===== src/rtl/li_credit_pipe_wrapper_if.sv =====
// Ready/valid bundle between the credit wrapper, its producer,
// its consumer and the fixed-latency core it drives.
interface li_credit_pipe_wrapper_if #(
  parameter int WIDTH = 32,
  parameter int DEPTH = 8
);
  localparam int OW = $clog2(DEPTH + 1);

  logic [WIDTH-1:0] in_a;
  logic [WIDTH-1:0] in_b;
  logic             in_valid;
  logic             in_ready;
  logic [WIDTH-1:0] out_data;
  logic             out_valid;
  logic             out_ready;
  logic [WIDTH-1:0] core_a;
  logic [WIDTH-1:0] core_b;
  logic             core_issue;
  logic [WIDTH-1:0] core_result;
  logic [OW-1:0]    occupancy;

  modport slave (
    input  in_a, in_b, in_valid, out_ready, core_result,
    output in_ready, out_data, out_valid,
    output core_a, core_b, core_issue, occupancy
  );

  modport master (
    output in_a, in_b, in_valid, out_ready, core_result,
    input  in_ready, out_data, out_valid,
    input  core_a, core_b, core_issue, occupancy
  );
endinterface


===== src/rtl/li_credit_pipe_wrapper.sv =====
// Credit-based ready/valid wrapper around a fixed-latency core.
// The core never stalls; results land in a FIFO sized by credits.
module li_credit_pipe_wrapper #(
  parameter int WIDTH   = 32,
  parameter int LATENCY = 3,
  parameter int DEPTH   = 8
) (
  input logic clk,
  input logic reset_n,
  li_credit_pipe_wrapper_if.slave bus
);

  localparam int OW = $clog2(DEPTH + 1);
  localparam int PW = (DEPTH > 1) ? $clog2(DEPTH) : 1;
  localparam logic [OW-1:0] DEPTH_C = OW'(DEPTH);
  localparam logic [PW-1:0] LAST_C  = PW'(DEPTH - 1);

  logic             in_ready_q, in_ready_d;
  logic [OW-1:0]    occ_q, occ_d;
  logic [WIDTH-1:0] a_q, a_d;
  logic [WIDTH-1:0] b_q, b_d;
  logic             issue_q;
  logic             capture;

  logic [WIDTH-1:0] mem_q [DEPTH];
  logic [PW-1:0]    wr_q, wr_d;
  logic [PW-1:0]    rd_q, rd_d;
  logic [OW-1:0]    cnt_q, cnt_d;

  logic accept;
  logic deliver;
  logic nonempty;

  function automatic logic [PW-1:0] inc(
    input logic [PW-1:0] p
  );
    return (p == LAST_C) ? '0 : p + PW'(1);
  endfunction

  assign nonempty = (cnt_q != '0);
  assign accept   = bus.in_valid && in_ready_q;
  assign deliver  = nonempty && bus.out_ready;

  // capture marks the cycle core_result belongs to a live pair
  if (LATENCY == 0) begin : g_comb
    assign capture = issue_q;
  end else begin : g_shift
    logic [LATENCY-1:0] sh_q, sh_d;

    if (LATENCY == 1) begin : g_one
      assign sh_d = issue_q;
    end else begin : g_many
      assign sh_d = {sh_q[LATENCY-2:0], issue_q};
    end

    always_ff @(posedge clk or negedge reset_n) begin
      if (!reset_n) begin
        sh_q <= '0;
      end else begin
        sh_q <= sh_d;
      end
    end

    assign capture = sh_q[LATENCY-1];
  end

  always_comb begin
    occ_d      = occ_q + OW'(accept) - OW'(deliver);
    in_ready_d = (occ_d < DEPTH_C);
    a_d        = a_q;
    b_d        = b_q;
    if (accept) begin
      a_d = bus.in_a;
      b_d = bus.in_b;
    end
    wr_d  = capture ? inc(wr_q) : wr_q;
    rd_d  = deliver ? inc(rd_q) : rd_q;
    cnt_d = cnt_q + OW'(capture) - OW'(deliver);
  end

  always_ff @(posedge clk or negedge reset_n) begin
    if (!reset_n) begin
      in_ready_q <= 1'b0;
      occ_q      <= '0;
      a_q        <= '0;
      b_q        <= '0;
      issue_q    <= 1'b0;
      wr_q       <= '0;
      rd_q       <= '0;
      cnt_q      <= '0;
    end else begin
      in_ready_q <= in_ready_d;
      occ_q      <= occ_d;
      a_q        <= a_d;
      b_q        <= b_d;
      issue_q    <= accept;
      wr_q       <= wr_d;
      rd_q       <= rd_d;
      cnt_q      <= cnt_d;
    end
  end

  // storage is cleared so out_data reads 0 out of reset
  always_ff @(posedge clk or negedge reset_n) begin
    if (!reset_n) begin
      for (int i = 0; i < DEPTH; i++) begin
        mem_q[i] <= '0;
      end
    end else if (capture) begin
      mem_q[wr_q] <= bus.core_result;
    end
  end

  assign bus.in_ready   = in_ready_q;
  assign bus.out_valid  = nonempty;
  assign bus.out_data   = mem_q[rd_q];
  assign bus.core_a     = a_q;
  assign bus.core_b     = b_q;
  assign bus.core_issue = issue_q;
  assign bus.occupancy  = occ_q;

endmodule


===== src/flat_wrapper.sv =====
// flat-port wrapper written by rule: the top's interface ports become plain ports
module li_credit_pipe_wrapper_flat 
#(
  parameter int WIDTH   = 32,
  parameter int LATENCY = 3,
  parameter int DEPTH   = 8
)
  (clk, reset_n, bus_in_a, bus_in_b, bus_in_valid, bus_out_ready, bus_core_result, bus_in_ready, bus_out_data, bus_out_valid, bus_core_a, bus_core_b, bus_core_issue, bus_occupancy);
  li_credit_pipe_wrapper_if #(.WIDTH(WIDTH), .DEPTH(DEPTH)) bus_i ();
  input logic clk;
  input logic reset_n;
  input wire logic [$bits(bus_i.in_a)-1:0] bus_in_a;
  input wire logic [$bits(bus_i.in_b)-1:0] bus_in_b;
  input wire logic [$bits(bus_i.in_valid)-1:0] bus_in_valid;
  input wire logic [$bits(bus_i.out_ready)-1:0] bus_out_ready;
  input wire logic [$bits(bus_i.core_result)-1:0] bus_core_result;
  output wire logic [$bits(bus_i.in_ready)-1:0] bus_in_ready;
  output wire logic [$bits(bus_i.out_data)-1:0] bus_out_data;
  output wire logic [$bits(bus_i.out_valid)-1:0] bus_out_valid;
  output wire logic [$bits(bus_i.core_a)-1:0] bus_core_a;
  output wire logic [$bits(bus_i.core_b)-1:0] bus_core_b;
  output wire logic [$bits(bus_i.core_issue)-1:0] bus_core_issue;
  output wire logic [$bits(bus_i.occupancy)-1:0] bus_occupancy;
  assign bus_i.in_a = bus_in_a;
  assign bus_i.in_b = bus_in_b;
  assign bus_i.in_valid = bus_in_valid;
  assign bus_i.out_ready = bus_out_ready;
  assign bus_i.core_result = bus_core_result;
  assign bus_in_ready = bus_i.in_ready;
  assign bus_out_data = bus_i.out_data;
  assign bus_out_valid = bus_i.out_valid;
  assign bus_core_a = bus_i.core_a;
  assign bus_core_b = bus_i.core_b;
  assign bus_core_issue = bus_i.core_issue;
  assign bus_occupancy = bus_i.occupancy;
  li_credit_pipe_wrapper #(.WIDTH(WIDTH), .LATENCY(LATENCY), .DEPTH(DEPTH)) u_core (.clk(clk), .reset_n(reset_n), .bus(bus_i));
endmodule

===== config.mk =====
export PLATFORM = sky130hd
export DESIGN_NAME = li_credit_pipe_wrapper_flat
export DESIGN_NICKNAME = d
export VERILOG_FILES = /design/src/rtl/li_credit_pipe_wrapper_if.sv /design/src/rtl/li_credit_pipe_wrapper.sv /design/src/flat_wrapper.sv
export SDC_FILE = /design/constraint.sdc
export NUM_CORES = 1
export LEC_CHECK = 0
export CAP_MARGIN = 20
export CORE_MARGIN = 2
export CORE_UTILIZATION = 49
export CTS_BUF_LIST = sky130_fd_sc_hd__clkbuf_8
export DETAILED_ROUTE_END_ITERATION = 10
export GPL_ROUTABILITY_DRIVEN = 0
export PLACE_DENSITY = 0.74
export SLEW_MARGIN = 20
export SYNTH_ARGS = -nofsm -noshare
export SYNTH_HDL_FRONTEND = slang
export SYNTH_SLANG_ARGS = --single-unit

===== constraint.sdc =====
create_clock -name clk -period 4.3 [get_ports clk]
set_clock_uncertainty 0.05 [all_clocks]
set_input_delay 0.645 -clock clk [delete_from_list [all_inputs] [get_ports clk]]
set_output_delay 0.645 -clock clk [all_outputs]
set_load 0.02 [all_outputs]

==> impl_metrics.env <==
export IMPL_setup_worst_path_start_class="flop"
export IMPL_via_count=8310
export IMPL_drt_drc_violations_left=0
export IMPL_netlist_area_leader_share_pct=57.7
export IMPL_syn_avg_cell_area_um2=17.0
export IMPL_detailedRoute_firstIterationViolations=281
export IMPL_finish_net_count=1209
export IMPL_final_core_utilization_pct=61.7
export IMPL_grtUsageTotal_pct=21.2
export IMPL_floorplan_initialDensity_pct=49.7
export IMPL_highest_layer="met5"
export IMPL_viasPerCell=5.44
export IMPL_worst_slew_pin_slew_ns=1.02
export IMPL_total_die_area_mm2=0.0314
export IMPL_p_sw_share_pct=32.4
export IMPL_htree_levels=2
export IMPL_final_cell_area_mm2=0.0182
export IMPL_postSynth_topFlopCell="sky130_fd_sc_hd__dfrtp_1"
export IMPL_setup_repair_after_global_routing_missed_its_margin="false"
export IMPL_synth_area_leader_cell="sky130_fd_sc_hd__dfrtp_1"
export IMPL_grt_start_max_net_pins=99
export IMPL_routed_wl_um=31500
export IMPL_ctsHoldBuffers=0
export IMPL_post_cts_resized=0
export IMPL_wl_met1_um=13200
export IMPL_clock_root_buffer="sky130_fd_sc_hd__clkbuf_8"
export IMPL_grt_antenna_before_repair=2
export IMPL_power_leakage_nw=7.72
export IMPL_worst_slack_on_hold_paths_ns=0.0411
export IMPL_worst_slew_margin_rel_pct=31.7
export IMPL_setup_tns_final_ns=0
export IMPL_syn_inst=865
export IMPL_vdd_drop_max_mv=0.456
export IMPL_fillers=2231
export IMPL_pwr_share_comb_pct=43.8
export IMPL_timing_setup_critical_path_class="reg -> out"
export IMPL_cts_tree="built"
export IMPL_netlist_cell_type_count=29
export IMPL_detailed_place_hpwl_um=19900
export IMPL_finalCriticalPeriod_ns=3.86
export IMPL_gr_total_overflow=0
export IMPL_min_delay_path_class="in -> async"
export IMPL_cp_required_ns=3.61
export IMPL_outcome="complete, no violations"
export IMPL_first_pass_grt_wire_length_um=51500
export IMPL_final_layout_size_suffix_gt1_share_pct=46.6
export IMPL_dr_wl_met3_um=2480
export IMPL_seq_power_share_pct=38.6
export IMPL_intPower_mw=10.3
export IMPL_p_switching_mw=4.93
export IMPL_firstDrtPassIters=4
export IMPL_endpoint_class_of_the_critical_path="output pin"
export IMPL_fp_dieH_um=177
export IMPL_ys_seq_area_share_pct=57.7
export IMPL_die_wd_um=177
export IMPL_syn_area_mm2=0.0147
export IMPL_clk_pin_slew_ns=0.06
export IMPL_core_rows=63
export IMPL_synth_fp_nets=978
export IMPL_cts_buffer_count=55
export IMPL_post_dp_cell_area_mm2=0.0172
export IMPL_cts_sinks=339
export IMPL_worst_ep_arrival_time_ns=3.16
export IMPL_setup_violations_final=0
export IMPL_area_growth_from_synthesis_to_final_layout_pct=24.1
export IMPL_fmax_ghz=0.259
export IMPL_postSynth_asyncResetShare_pct=100
export IMPL_vias_in_the_first_global_route=9312
export IMPL_post_synth_edffs=0
export IMPL_drv_slew=0
export IMPL_portBuffers=202
export IMPL_synthTopCellsByArea="sky130_fd_sc_hd__dfrtp_1 (58%), sky130_fd_sc_hd__mux2_2 (27%), sky130_fd_sc_hd__mux4_2 (9.8%)"
export IMPL_hold_violations=0
export IMPL_final_routed_wire_length_divided_by_cell_count_um=20.6
export IMPL_layout_worst_path_cycle_share_pct=89.7
export IMPL_dr_wl_met2_um=15300
export IMPL_timing_max_cap_violations=0
export IMPL_i_o_pin_total=203
export IMPL_yosys_register_bits=339
export IMPL_p_per_area_mw_per_mm2=834
export IMPL_cts_max_path_bufs=3
export IMPL_critical_path_peak_fanout=33
export IMPL_clock_power_share_pct=17.6
export IMPL_clock_insertion_delay_worst_skew_ns=0.57
export IMPL_post_cts_buffers=0
export IMPL_fp_coreArea_mm2=0.0296
export IMPL_synth_warnings=0
export IMPL_drtAntennaViolNets=0
[sequential cells by signal, indices dropped and copies added, names as in the netlist, 3 cells and up]
register / cells
u_core.bus.occupancy: 4
u_core.mem_q: 256
u_core.rd_q: 3
u_core.g_shift.sh_q: 3
u_core.cnt_q: 4
u_core.wr_q: 3
u_core.bus.core_b: 32
u_core.bus.core_a: 32
[kinds of logic (layout without fill, tap and decap cells)]
group / count (synthesis) / count (layout) / synth area share (%)
flip-flops: 339 / 339 / 57.7
XOR/XNOR: 7 / 7 / 0.417
adder cells (fa/ha/maj): 13 / 13 / 1.21
multiplexers: 422 / 422 / 37.2
AND/OR/NAND/NOR: 18 / 18 / 0.979
buffers and inverters: 61 / 333 / 2.21
other: 0 / 1 / 0
AO/OA/AOI/OAI: 5 / 5 / 0.204
[critical path, stage by stage (launching register included)]
cell	delay, ns
sky130_fd_sc_hd__dfrtp_4	0.85
sky130_fd_sc_hd__buf_4	0.38
sky130_fd_sc_hd__mux4_2	0.52
sky130_fd_sc_hd__mux2_2	0.29
sky130_fd_sc_hd__clkdlybuf4s50_1	0.54
[final timing paths]
kind / startpoint / endpoint / slack (ns) / cells past startpoint
max in group asynchronous: reset_n / u_core.mem_q[140]$_DFFE_PN0P_ / 3.03 / 2
worst max-delay path: u_core.rd_q[0]$_DFFE_PN0P_ / bus_out_data[2] / 0.44 / 4
worst min register to register: u_core.g_shift.sh_q[0]$_DFF_PN0_ / u_core.g_shift.sh_q[1]$_DFF_PN0_ / 0.30 / 0
min in group clk: u_core.g_shift.sh_q[0]$_DFF_PN0_ / u_core.g_shift.sh_q[1]$_DFF_PN0_ / 0.30 / 0
worst max register to register: u_core.wr_q[2]$_DFFE_PN0P_ / u_core.mem_q[64]$_DFFE_PN0P_ / 1.82 / 3
worst min-delay path: reset_n / u_core.mem_q[61]$_DFFE_PN0P_ / 0.04 / 1
[synth_stat cells (3+ instances only)]
cell type / number
sky130_fd_sc_hd__nand2_1: 3
sky130_fd_sc_hd__clkbuf_1: 10
sky130_fd_sc_hd__mux4_2: 64
sky130_fd_sc_hd__buf_6: 4
sky130_fd_sc_hd__nand4b_1: 3
sky130_fd_sc_hd__inv_1: 8
sky130_fd_sc_hd__dfrtp_1: 339
sky130_fd_sc_hd__ha_1: 11
sky130_fd_sc_hd__xnor2_1: 4
sky130_fd_sc_hd__buf_4: 8
sky130_fd_sc_hd__buf_1: 3
sky130_fd_sc_hd__mux2_2: 355
sky130_fd_sc_hd__xor2_1: 3
sky130_fd_sc_hd__buf_2: 28
[power by group through the flow]
stage	registers, mW	clock network [mW]	logic (mW)
finish	5.86	2.68	6.66
global route	6.10	2.91	7.14
CTS	5.87	2.76	6.78
detailed placement	5.90	0	6.75
global placement	5.85	0	6.63
floorplan	5.81	0	4.31
[routing by layer]
layer,vias up,global-route usage (%)
met5,-,0
met2,238,34.6
met3,47,6.94
met4,4,5.92
met1,4354,27.2
li1,3667,-
[metrics by stage]
step,instances,total power [mW],setup WS [ns]
2_1_floorplan,865,10.1,2.00
3_3_place_gp,1429,12.5,0.992
3_5_place_dp,1429,12.7,0.996
4_1_cts,1527,15.4,0.357
5_1_grt,1527,16.1,0.247
6_report,1528,15.2,0.444
[placed cells by master (no fill, tap or decap), types with 4 or more instances in the layout]
cell type	count
sky130_fd_sc_hd__mux2_2	355
sky130_fd_sc_hd__dfrtp_1	336
sky130_fd_sc_hd__clkdlybuf4s50_1	201
sky130_fd_sc_hd__clkbuf_8	66
sky130_fd_sc_hd__mux4_2	64
sky130_fd_sc_hd__inv_1	33
sky130_fd_sc_hd__buf_4	22
sky130_fd_sc_hd__ha_1	11
sky130_fd_sc_hd__xnor2_1	4
sky130_fd_sc_hd__clkinv_2	4
[area by class of cell]
| cell class | instances | area (um^2) | area share, % |
|---|---|---|---|
| Timing Repair Buffer | 227 | 2250 | 12.3 |
| Sequential cell | 339 | 8490 | 46.6 |
| Tap cell | 390 | 488 | 2.68 |
| Clock buffer | 66 | 908 | 4.98 |
| Antenna cell | 1 | 2.50 | 0.0137 |
| Clock inverter | 32 | 160 | 0.878 |
| Multi-Input combinational cell | 465 | 5910 | 32.4 |
| Inverter | 8 | 30.0 | 0.165 |
Power figures use the tool's default switching activity.
